$ cat config.mk
export PLATFORM = sky130hd
export DESIGN_NAME = accum_cmd_driver
export DESIGN_NICKNAME = d
export VERILOG_FILES = /design/src/rtl/accum_cmd_driver_pkg.sv /design/src/rtl/accum_cmd_driver_sync_fifo.sv /design/src/rtl/accum_cmd_driver.sv
export SDC_FILE = /design/constraint.sdc
export NUM_CORES = 1
export LEC_CHECK = 0
export ABC_AREA = 1
export BUFFER_PORTS_ARGS = -buffer_cell sky130_fd_sc_hd__buf_2
export CAP_MARGIN = 25
export CORE_UTILIZATION = 56
export DETAILED_ROUTE_END_ITERATION = 10
export MAX_ROUTING_LAYER = met4
export PLACE_DENSITY_LB_ADDON = 0.12
export RECOVER_POWER = 50
export SLEW_MARGIN = 20
export SYNTH_ARGS = -nofsm -noshare
export SYNTH_HDL_FRONTEND = slang
export SYNTH_SLANG_ARGS = --single-unit
$ cat constraint.sdc
create_clock -name Clock -period 5.1 [get_ports Clock]
set_clock_uncertainty 0.15 [all_clocks]
set_input_delay 0.51 -clock Clock [delete_from_list [all_inputs] [get_ports Clock]]
set_output_delay 0.51 -clock Clock [all_outputs]
set_load 0.005 [all_outputs]
$ cat src/rtl/accum_cmd_driver_pkg.sv
// Shared constants and helpers for the accumulator command driver.
// Command words are packed {A, B, Sel, AddSub} from MSB to LSB.
package accum_cmd_driver_pkg;

    localparam int CMD_ADDSUB = 0;
    localparam int CMD_SEL    = 1;
    localparam int CMD_B_LSB  = 2;

    function automatic int cmd_a_lsb(input int w);
        return CMD_B_LSB + w;
    endfunction

    function automatic int log2c(input int v);
        int r;
        r = 0;
        for (int i = 0; i < 31; i++) begin
            if ((1 << i) < v) begin
                r = i + 1;
            end
        end
        return r;
    endfunction

endpackage

$ cat src/rtl/accum_cmd_driver_sync_fifo.sv
// Synchronous FIFO with wrap-bit pointers; read data reads as zero when empty.
// Pushes into a full FIFO and pops from an empty one are ignored.
module accum_cmd_driver_sync_fifo
    import accum_cmd_driver_pkg::*;
#(
    parameter int W     = 8,
    parameter int DEPTH = 4
) (
    input  logic         clk_i,
    input  logic         rst_ni,
    input  logic         push_i,
    input  logic [W-1:0] wdata_i,
    input  logic         pop_i,
    output logic [W-1:0] rdata_o,
    output logic         full_o,
    output logic         empty_o
);

    localparam int AW = log2c(DEPTH) + 1;

    logic [W-1:0]  mem_q [DEPTH];
    logic [AW-1:0] wr_q, wr_d;
    logic [AW-1:0] rd_q, rd_d;
    logic          do_push;
    logic          do_pop;

    assign full_o  = (wr_q[AW-1] != rd_q[AW-1]) &&
                     (wr_q[AW-2:0] == rd_q[AW-2:0]);
    assign empty_o = (wr_q == rd_q);
    assign do_push = push_i & ~full_o;
    assign do_pop  = pop_i & ~empty_o;

    always_comb begin
        wr_d = wr_q + AW'(do_push);
        rd_d = rd_q + AW'(do_pop);
    end

    always_ff @(posedge clk_i) begin
        if (!rst_ni) begin
            wr_q <= '0;
            rd_q <= '0;
        end else begin
            wr_q <= wr_d;
            rd_q <= rd_d;
        end
    end

    always_ff @(posedge clk_i) begin
        if (do_push) begin
            mem_q[wr_q[AW-2:0]] <= wdata_i;
        end
    end

    assign rdata_o = empty_o ? '0 : mem_q[rd_q[AW-2:0]];

endmodule

$ cat src/rtl/accum_cmd_driver.sv
// Command-side initiator for the add/subtract accumulator unit: buffers commands,
// issues one per cycle under result-FIFO credit, and returns Z/Overflow in order.
module accum_cmd_driver
    import accum_cmd_driver_pkg::*;
#(
    parameter int n      = 16,
    parameter int LAT    = 2,
    parameter int CDEPTH = 4,
    parameter int RDEPTH = 4
) (
    input  logic         Clock,
    input  logic         Reset,
    input  logic         cmd_valid,
    output logic         cmd_ready,
    input  logic [n-1:0] cmd_a,
    input  logic [n-1:0] cmd_b,
    input  logic         cmd_sel,
    input  logic         cmd_addsub,
    output logic [n-1:0] A,
    output logic [n-1:0] B,
    output logic         Sel,
    output logic         AddSub,
    input  logic [n-1:0] Z,
    input  logic         Overflow,
    output logic         res_valid,
    input  logic         res_ready,
    output logic [n-1:0] res_z,
    output logic         res_ovf,
    output logic         busy
);

    localparam int CW   = 2 * n + 2;
    localparam int RW   = n + 1;
    localparam int ALSB = cmd_a_lsb(n);
    localparam int CRW  = log2c(RDEPTH) + 1;

    logic [CW-1:0]  c_head;
    logic           c_full;
    logic           c_empty;
    logic           c_push;
    logic [RW-1:0]  r_head;
    logic           r_full;
    logic           r_empty;
    logic           r_pop;

    logic           issue;
    logic           capture;

    logic [n-1:0]   a_q, a_d;
    logic [n-1:0]   b_q, b_d;
    logic           sel_q, sel_d;
    logic           addsub_q, addsub_d;
    logic           tag_q, tag_d;
    logic [LAT-1:0] pipe_q, pipe_d;
    logic [CRW-1:0] credit_q, credit_d;

    assign cmd_ready = Reset & ~c_full;
    assign c_push    = cmd_valid & cmd_ready;

    accum_cmd_driver_sync_fifo #(
        .W     (CW),
        .DEPTH (CDEPTH)
    ) u_cmd_fifo (
        .clk_i   (Clock),
        .rst_ni  (Reset),
        .push_i  (c_push),
        .wdata_i ({cmd_a, cmd_b, cmd_sel, cmd_addsub}),
        .pop_i   (issue),
        .rdata_o (c_head),
        .full_o  (c_full),
        .empty_o (c_empty)
    );

    assign issue   = ~c_empty && (credit_q != '0);
    // tag_q travels with the issue register; Z matches LAT stages later
    assign capture = pipe_q[LAT-1];

    always_comb begin
        a_d      = '0;
        b_d      = '0;
        sel_d    = 1'b1;
        addsub_d = 1'b0;
        tag_d    = 1'b0;
        if (issue) begin
            a_d      = c_head[ALSB +: n];
            b_d      = c_head[CMD_B_LSB +: n];
            sel_d    = c_head[CMD_SEL];
            addsub_d = c_head[CMD_ADDSUB];
            tag_d    = 1'b1;
        end
        pipe_d[0] = tag_q;
        for (int i = 1; i < LAT; i++) begin
            pipe_d[i] = pipe_q[i-1];
        end
        credit_d = credit_q;
        unique case ({issue, r_pop})
            2'b10:   credit_d = credit_q - CRW'(1);
            2'b01:   credit_d = credit_q + CRW'(1);
            default: credit_d = credit_q;
        endcase
    end

    always_ff @(posedge Clock) begin
        if (!Reset) begin
            a_q      <= '0;
            b_q      <= '0;
            sel_q    <= 1'b1;
            addsub_q <= 1'b0;
            tag_q    <= 1'b0;
            pipe_q   <= '0;
            credit_q <= CRW'(RDEPTH);
        end else begin
            a_q      <= a_d;
            b_q      <= b_d;
            sel_q    <= sel_d;
            addsub_q <= addsub_d;
            tag_q    <= tag_d;
            pipe_q   <= pipe_d;
            credit_q <= credit_d;
        end
    end

    assign A      = a_q;
    assign B      = b_q;
    assign Sel    = sel_q;
    assign AddSub = addsub_q;

    accum_cmd_driver_sync_fifo #(
        .W     (RW),
        .DEPTH (RDEPTH)
    ) u_res_fifo (
        .clk_i   (Clock),
        .rst_ni  (Reset),
        .push_i  (capture),
        .wdata_i ({Z, Overflow}),
        .pop_i   (r_pop),
        .rdata_o (r_head),
        .full_o  (r_full),
        .empty_o (r_empty)
    );

    assign res_valid = ~r_empty;
    assign r_pop     = res_valid & res_ready;
    assign res_z     = r_head[RW-1:1];
    assign res_ovf   = r_head[0];

    assign busy = ~c_empty | tag_q | (|pipe_q) | ~r_empty;

    logic unused_full;
    assign unused_full = r_full;

endmodule

# ---- After elaboration in Yosys (flattened, before gate mapping)
# Memory sizes are Yosys's and may differ from the RTL's. A register that Yosys moved wholly into a read port is not among the register bits.
# Cells that the tools add are included.
dict set report word_totals {
  ff_bits 52
  mem_bits_rw 204
  in_bits 55
  output_inout_bits 54
  wordCells 61
  n_memories 2
}
# memory depth word_bits rd rd_ports_with_merged_regs write_ports line_no
set memory_table {}
lappend memory_table {u_cmd_fifo.mem_q 4 34 1 1 1 accum_cmd_driver_sync_fifo.sv:21} ;# logic [W-1:0] mem_q [DEPTH];
lappend memory_table {u_res_fifo.mem_q 4 17 1 1 1 accum_cmd_driver_sync_fifo.sv:21}
dict set report classes {
  n_addsub 6
  eq_ne 8
  muxes 10
  n_bitwise 16
  n_reduce_logical 8
}
# op count
set ops {}
lappend ops {{$mux 17} 1}
lappend ops {{$add 3x1->3} 4}
lappend ops {{$and 1x1->1} 7}
lappend ops {{$eq 3x3->1} 2}
lappend ops {{$mux 2} 3}
lappend ops {{$not 1->1} 6}
lappend ops {{$pmux 3 s2} 1}
lappend ops {{$mux 1} 5}
lappend ops {{$eq 2x2->1} 2}
lappend ops {{$add 3x1->3 const B} 1}
lappend ops {{$logic_and 1x1->1} 3}
lappend ops {{$or 1x1->1} 3}
lappend ops {{$reduce_bool 3->1} 1}
lappend ops {{$reduce_or 3->1} 1}
lappend ops {{$sub 3x1->3 const B} 1}
lappend ops {{$eq 2x1->1 const B} 1}
lappend ops {{$eq 2x2->1 const B} 1}
lappend ops {{$ne 1x1->1} 2}
lappend ops {{$reduce_and 2->1} 1}
lappend ops {{$reduce_bool 2->1} 1}
lappend ops {{$reduce_or 2->1} 1}

# ---- Logic depth before layout (Yosys ltp)
# Gate-level depths: netlist (run 1).
dict set report logic_depth {
  ltp_word 8
  ltp_mapped 14
  ltp_nobuf 13
}

# ---- Cells and area by module
# Synthesis (run 1) repeated with hierarchy kept, for this count alone.
dict set report hier_totals {
  cells_unflattened 961
  area_unflattened_um2 10356.2
}
# module instances cells_each area_per_inst_um2 seq_area_each_um2
set modules_own_cells {}
lappend modules_own_cells {{accum_cmd_driver_sync_fifo (u_cmd_fifo)} 1 525 5888.1 4204.0}
lappend modules_own_cells {{accum_cmd_driver_sync_fifo (u_res_fifo)} 1 290 3158.0 2162.1}
lappend modules_own_cells {accum_cmd_driver 1 146 1310.0 800.8}

# ---- Worst setup path after synthesis (run 1)
# No wires, ideal clock.
dict set report synth_timing {
  path_kind {register to register}
  startpoint {reg u_cmd_fifo.rd_q[0]}
  endpoint {mem u_cmd_fifo.mem_q[0][0] in the netlist's numbering (enable)}
  setup_ps 425
  t_arrival_ps 2439
  required_ps 4525
  path_slack_ps 2085
  stages_incl_launch_ff 9
  path_buffers 2
  period_less_slack_ps 3015
  path_cell_list {dfxtp_1 buf_4 inv_4 buf_6 nand2_1 nand2_2 nand3_1 nand3_1 nor2_1}
}
dict set report synth_between {
  elab_chain_cells 8
}
# item line_no
set synth_lines {}
lappend synth_lines {{start: declaration} accum_cmd_driver_sync_fifo.sv:23} ;# logic [AW-1:0] rd_q, rd_d;
lappend synth_lines {{start signal: assignment} accum_cmd_driver_sync_fifo.sv:44} ;# rd_q <= rd_d;
lappend synth_lines {{$eq 2x2->1 (*)} accum_cmd_driver_sync_fifo.sv:28} ;# (wr_q[AW-2:0] == rd_q[AW-2:0]);
lappend synth_lines {{$logic_and 1x1->1 (*)} accum_cmd_driver_sync_fifo.sv:27} ;# assign full_o = (wr_q[AW-1] != rd_q[AW-1]) &&
lappend synth_lines {{$not 1->1 (*)} {accum_cmd_driver_sync_fifo.sv:30, accum_cmd_driver.sv:57}}
lappend synth_lines {{$and 1x1->1} accum_cmd_driver.sv:57} ;# assign cmd_ready = Reset & ~c_full;
lappend synth_lines {{$and 1x1->1} accum_cmd_driver.sv:58} ;# assign c_push = cmd_valid & cmd_ready;
lappend synth_lines {{$and 1x1->1 (*)} accum_cmd_driver_sync_fifo.sv:30} ;# assign do_push = push_i & ~full_o;
lappend synth_lines {{$mux 1 (*)} accum_cmd_driver_sync_fifo.sv:49} ;# if (do_push) begin
lappend synth_lines {{$mux 1 (implied by the code) (*)} accum_cmd_driver_sync_fifo.sv:50} ;# mem_q[wr_q[AW-2:0]] <= wdata_i;
lappend synth_lines {{end: declaration} accum_cmd_driver_sync_fifo.sv:21}
# Every way passes the cells marked *; elsewhere a longest branch is shown, timed or not.

# ---- Worst setup path after layout (run 1)
dict set report layout_timing {
  startpoint {reg u_cmd_fifo.rd_q[1]}
  endpoint {mem u_cmd_fifo.mem_q[3][21] in the netlist's numbering (enable)}
}
# The elaborated chain is that of the path after synthesis.

==> results of run 1 <==
## cell usage in the layout (no fill, tap or decap), types with 2 or more instances in the layout
| master | count |
|---|---|
| buf_16 | 2 |
| o21ai_0 | 108 |
| o21ai_1 | 11 |
| nand3_4 | 2 |
| buf_4 | 9 |
| nor2_2 | 29 |
| edfxtp_1 | 204 |
| clkinv_1 | 3 |
| clkbuf_1 | 71 |
| nor2_1 | 207 |
| nand4_1 | 2 |
| buf_2 | 47 |
| bufinv_16 | 3 |
| clkbuf_16 | 25 |
| dfxtp_1 | 50 |
| inv_1 | 79 |
| nand2_1 | 101 |
| nor2_4 | 4 |
| dfxtp_2 | 2 |
| ha_1 | 9 |
| clkinv_2 | 3 |
| xnor2_1 | 2 |
| nand3_1 | 8 |
## path summary, 6_finish.rpt
| path | start | endpoint | slack (ns) |
|---|---|---|---|
| worst max-delay path | u_cmd_fifo.rd_q[1]$_SDFF_PN0_ | u_cmd_fifo.mem_q[3][21]$_DFFE_PP_ | 1.32 |
| worst min-delay path | Z[9] | u_res_fifo.mem_q[2][10]$_DFFE_PP_ | 0.11 |
| worst max register to register | u_cmd_fifo.rd_q[1]$_SDFF_PN0_ | u_cmd_fifo.mem_q[3][21]$_DFFE_PP_ | 1.32 |
| worst min register to register | tag_q$_SDFF_PN0_ | pipe_q[0]$_SDFF_PN0_ | 0.29 |
## stage by stage
| stage | utilization, % | area (um2) | setup slack [ns] |
|---|---|---|---|
| 2_1_floorplan | - | 9910 | 2.09 |
| 3_3_place_gp | 61.4 | 10600 | 1.73 |
| 3_5_place_dp | 61.5 | 10600 | 1.68 |
| 4_1_cts | 66.1 | 11400 | 1.65 |
| 5_1_grt | 65.8 | 11400 | 1.05 |
| 6_report | 65.8 | 11400 | 1.32 |
## power groups by stage
| stage | clock network, mW | logic, mW | registers [mW] |
|---|---|---|---|
| 2_1_floorplan | 0 | 0.743 | 2.51 |
| 4_1_cts | 1.81 | 1.08 | 2.46 |
| 3_3_place_gp | 0 | 1.05 | 2.50 |
| 6_report | 1.78 | 1.05 | 2.46 |
| 5_1_grt | 1.89 | 1.20 | 2.47 |
| 3_5_place_dp | 0 | 1.07 | 2.50 |
## per-layer routing
layer	track usage, %	vias to the layer above	share of wire [%]
li1	-	3068	-
met1	24.6	2857	43
met2	37.0	129	51
met3	3.34	23	5.2
met4	5.43	0	1.5
met5	-	-	0
## flip-flops by register name, summed over array words and instances, names as in the netlist, 3 cells and up
register,flops
u_cmd_fifo.mem_q,136
u_res_fifo.mem_q,68
A,16
B,16
credit_q,3
u_cmd_fifo.rd_q,3
u_cmd_fifo.wr_q,3
u_res_fifo.rd_q,3
u_res_fifo.wr_q,3
## worst max-delay path, delay by kind of cell (launching register included)
family / cells / cell delay [ns]
buffers and inverters: 3 / 1.49
and+or+nand+nor: 5 / 1.50
DFF: 1 / 0.31
## cell type report
class / instances / area [um2]
Multi-Input combinational cell: 488 / 2240
Clock buffer: 35 / 673
Tap cell: 225 / 282
Fill cell: 1342 / 5910
Clock inverter: 10 / 124
Sequential cell: 256 / 7170
Inverter: 80 / 303
Timing Repair Buffer: 120 / 591
## kinds of logic after synthesis
kind of cell	count (synthesis)	synth area share, %
compound gates	120	6.06
flops	256	72.3
simple gates	356	14.8
fa+ha+maj	10	1.34
buf+inv	119	5.32
xor+xnor	2	0.177
==> out/summary.txt, run 1 <==
peak supply drop - 0.000267 V
grt ovf - 0
ant diodes - 0
initial antenna violation count - 0
Switch Pwr - 1.46 mW
number of CTS-inserted buffers - 25
final hold vios - 0
total power - 5.29 mW
Net Sw Frac - 27.7%
Worst Setup End Kind - flop
Power Density - 464 mW/mm2
Final Setup Violations - 0
clock-pin slew on the worst setup and hold paths - 0.06 ns
Cell Chain, Critical Path - buf_4 > inv_1 > nand2_1 > nand2_1 > nand3_1 > nand3_1 > nor2_4 > buf_4
worst-skew pair later-pin latency - 0.50 ns
WL final - 18100 um
Starting Density - 57.3%
residual DRC count - 0
CP Launch Type - flop
gr usage total - 20.8%
cell leakage power - 4.58 nW
Clock H-tree levels - 1
CTS tree - yes
cell count of the worst reg-to-reg path - 8
vias in the first global route - 5779
Post-DP HPWL - 10500 um
first-pass GRT wire length - 28300 um
setup repair bufs after CTS - 0
clock sink count - 256
Slew HR - 14.6%
1st-pass router iterations - 5
Async S/R FF share, synth - 0%
Mapped Area - 0.00991 mm2
most frequent cell after synthesis - nor2_1
post-synthesis sequential area ratio - 72.3%
Synth cell types - 24
area grow syn2layout - 14.9%
Post-synth top flop - edfxtp_1
Fin Setup TNS - 0 ns
Final ANT Viol Nets - 0
CP peak stage delay - 0.73 ns
cell taking the most area after synthesis - edfxtp_1
Post-Syn Nets - 928
CP required - 5.14 ns
CTS Hold Bufs - 0
initial drt markers - 432
largest net degree at the start of global routing - 71
core region area - 0.0173 mm2
synth cell count leaders - nor2_1 (211), edfxtp_1 (204), o21ai_0 (108), nand2_1 (101), inv_1 (78)
final cell count without fillers - 1214
worst hold stages - 1
Period minus WS final - 3.78 ns
Reg power frac - 46.5%
final hold slack - 0.110 ns
Comb pwr share - 19.9%
EDFF count, synth - 204
WS Path Type - flop to flop
Core Rows - 48
Syn Inst Count - 863
count of warnings emitted by yosys - 0
fmax - 264 MHz
RSZ-0062 raised after global routing - no
leading post-synthesis cells by cell area - edfxtp_1 (62%), dfxtp_1 (11%), nor2_1 (8.0%)
vias after detailed routing - 6077
gpl congestion - 0.720
clock share of power - 33.7%
post_cts resized - 0
internal power - 3.82 mW
clock root cell - clkbuf_16
critical path's slowest cell - nor2_4
ratio of cells with drive above 1 in the final layout - 13.3%
Die ar. - 0.0182 mm2
dpl cells - 1168
outcome - finished clean
actual slew at the worst max-slew pin - 1.28 ns
Final Max Slew Viols - 0
Port Buffers - 108
Die X - 135 um
part of the cycle the worst path needs - 74.2%
routed len/inst - 14.9 um
Worst Path Arrival - 3.82 ns
Yosys top cell area share - 61.8%
Worst Hold Class - primary input to flop
via/cell ratio - 5.01
CP max FO - 37
Avg Cell Area, Syn - 11.5 um2
Die Y - 135 um
Max-Cap Viols - 0
Nets - 1036
Max Root-Sink Buffers - 3
Top Ports - 109
flops & latches, synth - 256
No activity file was read; power rests on OpenSTA's default activity.
==> run 2: changes to the inputs <==
--- a/config.mk
+++ b/config.mk
@@ -8,7 +8,7 @@
 export ABC_AREA = 1
 export BUFFER_PORTS_ARGS = -buffer_cell sky130_fd_sc_hd__buf_2
 export CAP_MARGIN = 25
-export CORE_UTILIZATION = 56
+export CORE_UTILIZATION = 52
 export DETAILED_ROUTE_END_ITERATION = 10
 export MAX_ROUTING_LAYER = met4
 export PLACE_DENSITY_LB_ADDON = 0.12
==> constraint.sdc (replaced) <==
create_clock -name Clock -period 3.3 [get_ports Clock]
set_clock_uncertainty 0.15 [all_clocks]
set_input_delay 0.33 -clock Clock [delete_from_list [all_inputs] [get_ports Clock]]
set_output_delay 0.33 -clock Clock [all_outputs]
set_load 0.005 [all_outputs]
==> run 2 against run 1 <==
Effect of this change:
- the run now ends with capacitance limit left
- utilization down 1.7 points
- non-clock buffer count increased by 58
- critical path depth fell by 1
- die area increased by 7.6%
- count of clock-buffer cells in the layout is 3 higher
- sequential cell count unchanged
- wire length increased by 5.8%
- total power rose by 59%
- sequential power up 54%
- global-route usage barely moved
- largest cell class unchanged
- highest routed layer unchanged
==> out/summary.txt, run 2 (synthesis gave the netlist of run 1 again) <==
outcome - finished, violations left
failing checks - capacitance limit
Place WS - 0.880 ns (-0.801 ns)
Critical path origin - u_res_fifo.rd_q[0]$_SDFF_PN0_
gpl congestion - 0.788 (+9.3%)
final setup margin - 0.636 ns (-0.682 ns)
WL final - 19200 um (+5.8%)
Nets - 1096 (+5.8%)
worst-skew pair later-pin latency - 0.53 ns (+0.03 ns)
WS Path Type - flop to output port
post_cts resized - 0 (unchanged)
CP required - 2.82 ns (-2.32 ns)
Final ANT Viol Nets - 0 (unchanged)
residual DRC count - 0 (unchanged)
CTS tree - yes
Reg power frac - 45.3% (-1.2 points)
Net Sw Frac - 28.0% (+0.28 points)
number of CTS-inserted buffers - 27 (+8.0%)
clock sink count - 256 (unchanged)
area grow syn2layout - 21.0%
Top Ports - 109 (unchanged)
peak supply drop - 0.000448 V (+68%)
Die ar. - 0.0196 mm2 (+7.6%)
largest net degree at the start of global routing - 70 (-1.4%)
routed len/inst - 14.9 um (-0.11%)
1st-pass router iterations - 5 (unchanged)
core region area - 0.0187 mm2 (+8.1%)
commonest non-fill, non-tap cell in the layout - nor2_1
Worst Path Arrival - 2.18 ns (-1.64 ns)
Clock H-tree levels - 1 (unchanged)
clock root cell - clkbuf_16
Die Y - 140 um (+3.7%)
ratio of cells with drive above 1 in the final layout - 13.7% (+0.34 points)
first-pass GRT wire length - 31100 um (+9.9%)
Largest register FFs - 136 (unchanged)
Final Setup Violations - 0 (unchanged)
initial antenna violation count - 0 (unchanged)
most frequent cells in the layout - nor2_1 (207), edfxtp_1 (204), o21ai_0 (108), nand2_1 (101), inv_1 (78)
clock share of power - 34.6% (+0.9 points)
Max Root-Sink Buffers - 3 (unchanged)
Switch Pwr - 2.35 mW (+60%)
Post-DP HPWL - 10700 um (+1.8%)
gr usage total - 20.9% (+0.044 points)
Slew HR - 0.737% (-14 points)
Core Rows - 50 (+4.2%)
actual slew at the worst max-slew pin - 1.49 ns (+0.209 ns)
final hold vios - 0 (unchanged)
Port Buffers - 108 (unchanged)
ant diodes - 0 (unchanged)
part of the cycle the worst path needs - 80.7%
setup repair bufs after CTS - 0 (unchanged)
origin of the worst min-delay path - Reset
Starting Density - 53.0% (-4.3 points)
initial drt markers - 384 (-11%)
fmax - 375 MHz
vias after detailed routing - 6315 (+3.9%)
cell leakage power - 4.85 nW (+5.9%)
CP max FO - 20 (-46%)
Worst Setup End Kind - output port
Post-DP Area - 0.0107 mm2 (+0.53%)
Die X - 140 um (+3.7%)
Max-Cap Viols - 1 (+1)
Comb pwr share - 20.1% (+0.2 points)
Period minus WS final - 2.66 ns
reg-to-reg startpoint - u_cmd_fifo.rd_q[0]$_SDFF_PN0_
Final Max Slew Viols - 0 (unchanged)
clock-pin slew on the worst setup and hold paths - 0.06 ns (about the same)
final hold slack - 0.104 ns (-0.00684 ns)
via/cell ratio - 4.91 (-1.9%)
Worst Hold Class - primary input to flop
Fin Setup TNS - 0 ns (unchanged)
Power Density - 700 mW/mm2 (+51%)
internal power - 6.04 mW (+58%)
CP Launch Type - flop
grt ovf - 0 (unchanged)
vias in the first global route - 6090 (+5.4%)
CTS Hold Bufs - 51 (+51)
final instance area - 0.0120 mm2 (+5.3%)
RSZ-0062 raised after global routing - no
-- run 2: cell count changes in the layout (fill, tap and decap cells not counted), moves of 2 or more --
| cell | change |
|---|---|
| dlygate4sd3_1 | +51 |
| buf_4 | +7 |
| clkbuf_1 | -3 |
| buf_16 | -2 |
| clkbuf_16 | +2 |
| clkbuf_8 | +2 |
| clkinv_1 | +2 |
-- run 2: area by class of cell --
class	count	area, um2
clock buffer	38	747
fill	1478	6710
clock inverter	12	110
sequential	256	7170
inverter	80	303
multi-input combinational	488	2240
timing repair buffer	178	1130
tap	234	293
-- run 2: routing by layer --
metal,vias up,GRT usage (%),part of all wire (%)
met5,-,-,0
met4,0,4.74,1.8
li1,3191,-,-
met1,2962,26.9,45
met2,133,35.1,49
met3,29,3.11,4.2
-- run 2: metrics by stage --
stage	cells	util, %	total power, mW
6_report	1286	64.1	8.39
5_1_grt	1286	64.1	8.87
4_1_cts	1285	64.5	8.50
3_5_place_dp	1184	57.2	5.54
3_3_place_gp	1184	57.2	5.52
2_1_floorplan	863	-	5.02
-- run 2: power by group through the flow --
| stage | registers (mW) | logic, mW | clock network [mW] |
|---|---|---|---|
| final | 3.80 | 1.69 | 2.90 |
| after global routing | 3.82 | 1.94 | 3.10 |
| after CTS | 3.80 | 1.73 | 2.96 |
| after detailed placement | 3.87 | 1.67 | 0 |
| after global placement | 3.86 | 1.65 | 0 |
| after floorplan | 3.87 | 1.15 | 0 |
-- run 2: worst max-delay path, cell delays in order (launching register included) --
cell and delay (ns):
dfxtp_1 0.57, inv_1 0.33, buf_8 0.26, o21ai_0 0.19, o21ai_0 0.11, nand2_1 0.06
inv_1 0.03, buf_2 0.11
-- run 2: worst paths after layout --
path / cells after the start / slack [ns] / end
worst max-delay path: 7 / 0.64 / res_z[15]
worst min-delay path: 3 / 0.10 / credit_q[2]$_SDFFE_PN1P_
worst max register to register: 6 / 0.87 / u_cmd_fifo.rd_q[2]$_SDFF_PN0_
worst min register to register: 2 / 0.29 / pipe_q[0]$_SDFF_PN0_
==> run 3: changes to the inputs <==
==> constraint.sdc (replaced) <==
create_clock -name Clock -period 2.2 [get_ports Clock]
set_clock_uncertainty 0.15 [all_clocks]
set_input_delay 0.22 -clock Clock [delete_from_list [all_inputs] [get_ports Clock]]
set_output_delay 0.22 -clock Clock [all_outputs]
set_load 0.005 [all_outputs]
==> run 3 against run 2 <==
Effect of this change:
- the flow now finishes without violations
- utilization increased by 1.4 points
- design area is 2.3% higher
- first-iteration DRC count is 9.6% lower
- combinational power grew 56%
- count of clock-buffer cells in the layout down 2
- via count up 0.78%
- largest power group unchanged
==> out/summary.txt, run 3 (synthesis gave the netlist of run 1 again) <==
Slew HR - 52.3% (+52 points)
clock root cell - clkbuf_16
WS Path Type - flop to output port
register area - 0.00718 mm2 (+0.12%)
via/cell ratio - 4.90 (-0.23%)
Worst Setup End Kind - output port
Post-DP HPWL - 10900 um (+1.9%)
Core Rows - 50 (unchanged)
Die Y - 140 um (unchanged)
Max Root-Sink Buffers - 3 (unchanged)
outcome - finished clean
initial drt markers - 347 (-9.6%)
grt ovf - 0 (unchanged)
final hold vios - 0 (unchanged)
gr usage total - 20.9% (+0.064 points)
first-pass GRT wire length - 31000 um (-0.33%)
final hold slack - 0.0295 ns (-0.0740 ns)
gpl congestion - 0.726 (-7.8%)
Die ar. - 0.0196 mm2 (unchanged)
Worst Path Arrival - 1.74 ns (-0.44 ns)
Largest register FFs - 136 (unchanged)
final setup margin - 0.0872 ns (-0.549 ns)
Port Buffers - 108 (unchanged)
Nets - 1109 (+1.2%)
worst-skew pair later-pin latency - 0.52 ns (about the same)
ratio of cells with drive above 1 in the final layout - 16.1% (+2.4 points)
Worst Hold Class - primary input to flop
largest net degree at the start of global routing - 69 (-1.4%)
Buf/Inv on CP - 4 (unchanged)
residual DRC count - 0 (unchanged)
Clock H-tree levels - 1 (unchanged)
number of fill cells - 1449 (-2.0%)
Place WS - 0.100 ns (-0.780 ns)
Fin Setup TNS - 0 ns (unchanged)
CP peak stage delay - 0.36 ns (-0.21 ns)
CTS tree - yes
Final ANT Viol Nets - 0 (unchanged)
commonest non-fill, non-tap cell in the layout - edfxtp_1
CP required - 1.83 ns (-0.99 ns)
Final Setup Violations - 0 (unchanged)
actual slew at the worst max-slew pin - 0.716 ns (-0.773 ns)
Cell Chain, Critical Path - buf_4 > xnor2_4 > nand3b_4 > buf_6 > nand2_1 > inv_1 > buf_2
CP max FO - 18 (-10%)
routed len/inst - 14.8 um (-0.46%)
fmax - 473 MHz
Top Ports - 109 (unchanged)
ant diodes - 0 (unchanged)
clock-pin slew on the worst setup and hold paths - 0.05 ns (about the same)
Max-Cap Viols - 0 (-1)
cell leakage power - 4.95 nW (+2.1%)
core region area - 0.0187 mm2 (unchanged)
part of the cycle the worst path needs - 96.0%
1st-pass router iterations - 6 (+1)
area grow syn2layout - 23.8%
Die X - 140 um (unchanged)
initial antenna violation count - 0 (unchanged)
clock sink count - 256 (unchanged)
Period minus WS final - 2.11 ns
Power Density - 1030 mW/mm2 (+47%)
number of CTS-inserted buffers - 27 (unchanged)
Crit path max-delay family - buffers and inverters
RSZ-0062 raised after global routing - yes
Starting Density - 53.0% (unchanged)
CP Launch Type - flop
Final Max Slew Viols - 0 (unchanged)
total power - 12.6 mW (+50%)
peak supply drop - 0.000897 V (+100%)
most frequent cells in the layout - edfxtp_1 (204), nor2_1 (203), o21ai_0 (105), nand2_1 (101), inv_1 (77)
multi-input logic area - 0.00229 mm2 (+2.2%)
critical path's slowest cell - dfxtp_4
vias after detailed routing - 6364 (+0.78%)
WL final - 19300 um (+0.54%)
vias in the first global route - 6155 (+1.1%)
[run 3: changes by cell type in the layout (fill, tap and decap cells not counted), moves of 4 or more]
cell     before  now
dfxtp_2       1    5
nor2_1      207  203
dfxtp_1      51   46
nor2_2       29   33
buf_6         0    4
buf_12        1    8
[run 3: area by class of cell]
type	count	area share, %
sequential	256	58.5
clock buffer	36	6.03
multi-input combinational	488	18.7
tap	234	2.39
inverter	80	2.47
clock inverter	14	0.847
timing repair buffer	191	11.1
[run 3: what timing repair did]
action | in CTS | in global routing
setup endpoints to repair | 17 | 18
pin swaps | 0 | 1
buffers inserted | 2 | 1
hold endpoints to repair | 218 | 0
hold buffers | 52 | 0
gates cloned | 1 | 0
gates resized for setup | 8 | 17
[run 3: power breakdown]
part / switching, mW / leakage (nW) / total, mW / internal, mW
combinational: 1.66 / 2.26 / 2.64 / 0.983
clock: 1.76 / 0.413 / 4.24 / 2.48
sequential: 0.127 / 2.28 / 5.71 / 5.58
total: 3.54 / 4.95 / 12.6 / 9.04
[run 3: worst paths after layout]
| path | to | depth (start not counted) | from | slack (ns) |
|---|---|---|---|---|
| max | res_z[13] | 7 | u_res_fifo.rd_q[0]$_SDFF_PN0_ | 0.09 |
| min | u_res_fifo.rd_q[0]$_SDFF_PN0_ | 6 | res_ready | 0.03 |
| max reg2reg | credit_q[1]$_SDFFE_PN0P_ | 10 | u_res_fifo.rd_q[0]$_SDFF_PN0_ | 0.12 |
| min reg2reg | pipe_q[1]$_SDFF_PN0_ | 2 | pipe_q[0]$_SDFF_PN0_ | 0.29 |
[run 3: worst reg2reg max path: cells and delay by family, from the launching register on]
| kind | cells | cell delay (ns) |
|---|---|---|
| AOI/OAI and AO/OA | 1 | 0.17 |
| adders and majority gates | 2 | 0.60 |
| and+or+nand+nor | 3 | 0.21 |
| DFF | 1 | 0.36 |
| xor gates and xnor gates | 1 | 0.17 |
| buffers and inverters | 3 | 0.31 |
[run 3: metal layers]
metal	vias to the layer above	share of wire (%)	wire, um	GRT usage (%)
met3	25	4.7	898	3.25
met4	0	1.4	265	5.67
met2	151	50	9570	35.7
li1	3221	-	-	-
met5	-	0	0	-
met1	2967	44	8540	26.1
[run 3: stage by stage]
step	cell area, um2	util [%]	cells
2_1_floorplan	9960	-	863
3_3_place_gp	10900	58.1	1193
3_5_place_dp	10900	58.1	1193
4_1_cts	12300	65.8	1298
5_1_grt	12300	65.6	1299
6_report	12300	65.6	1299
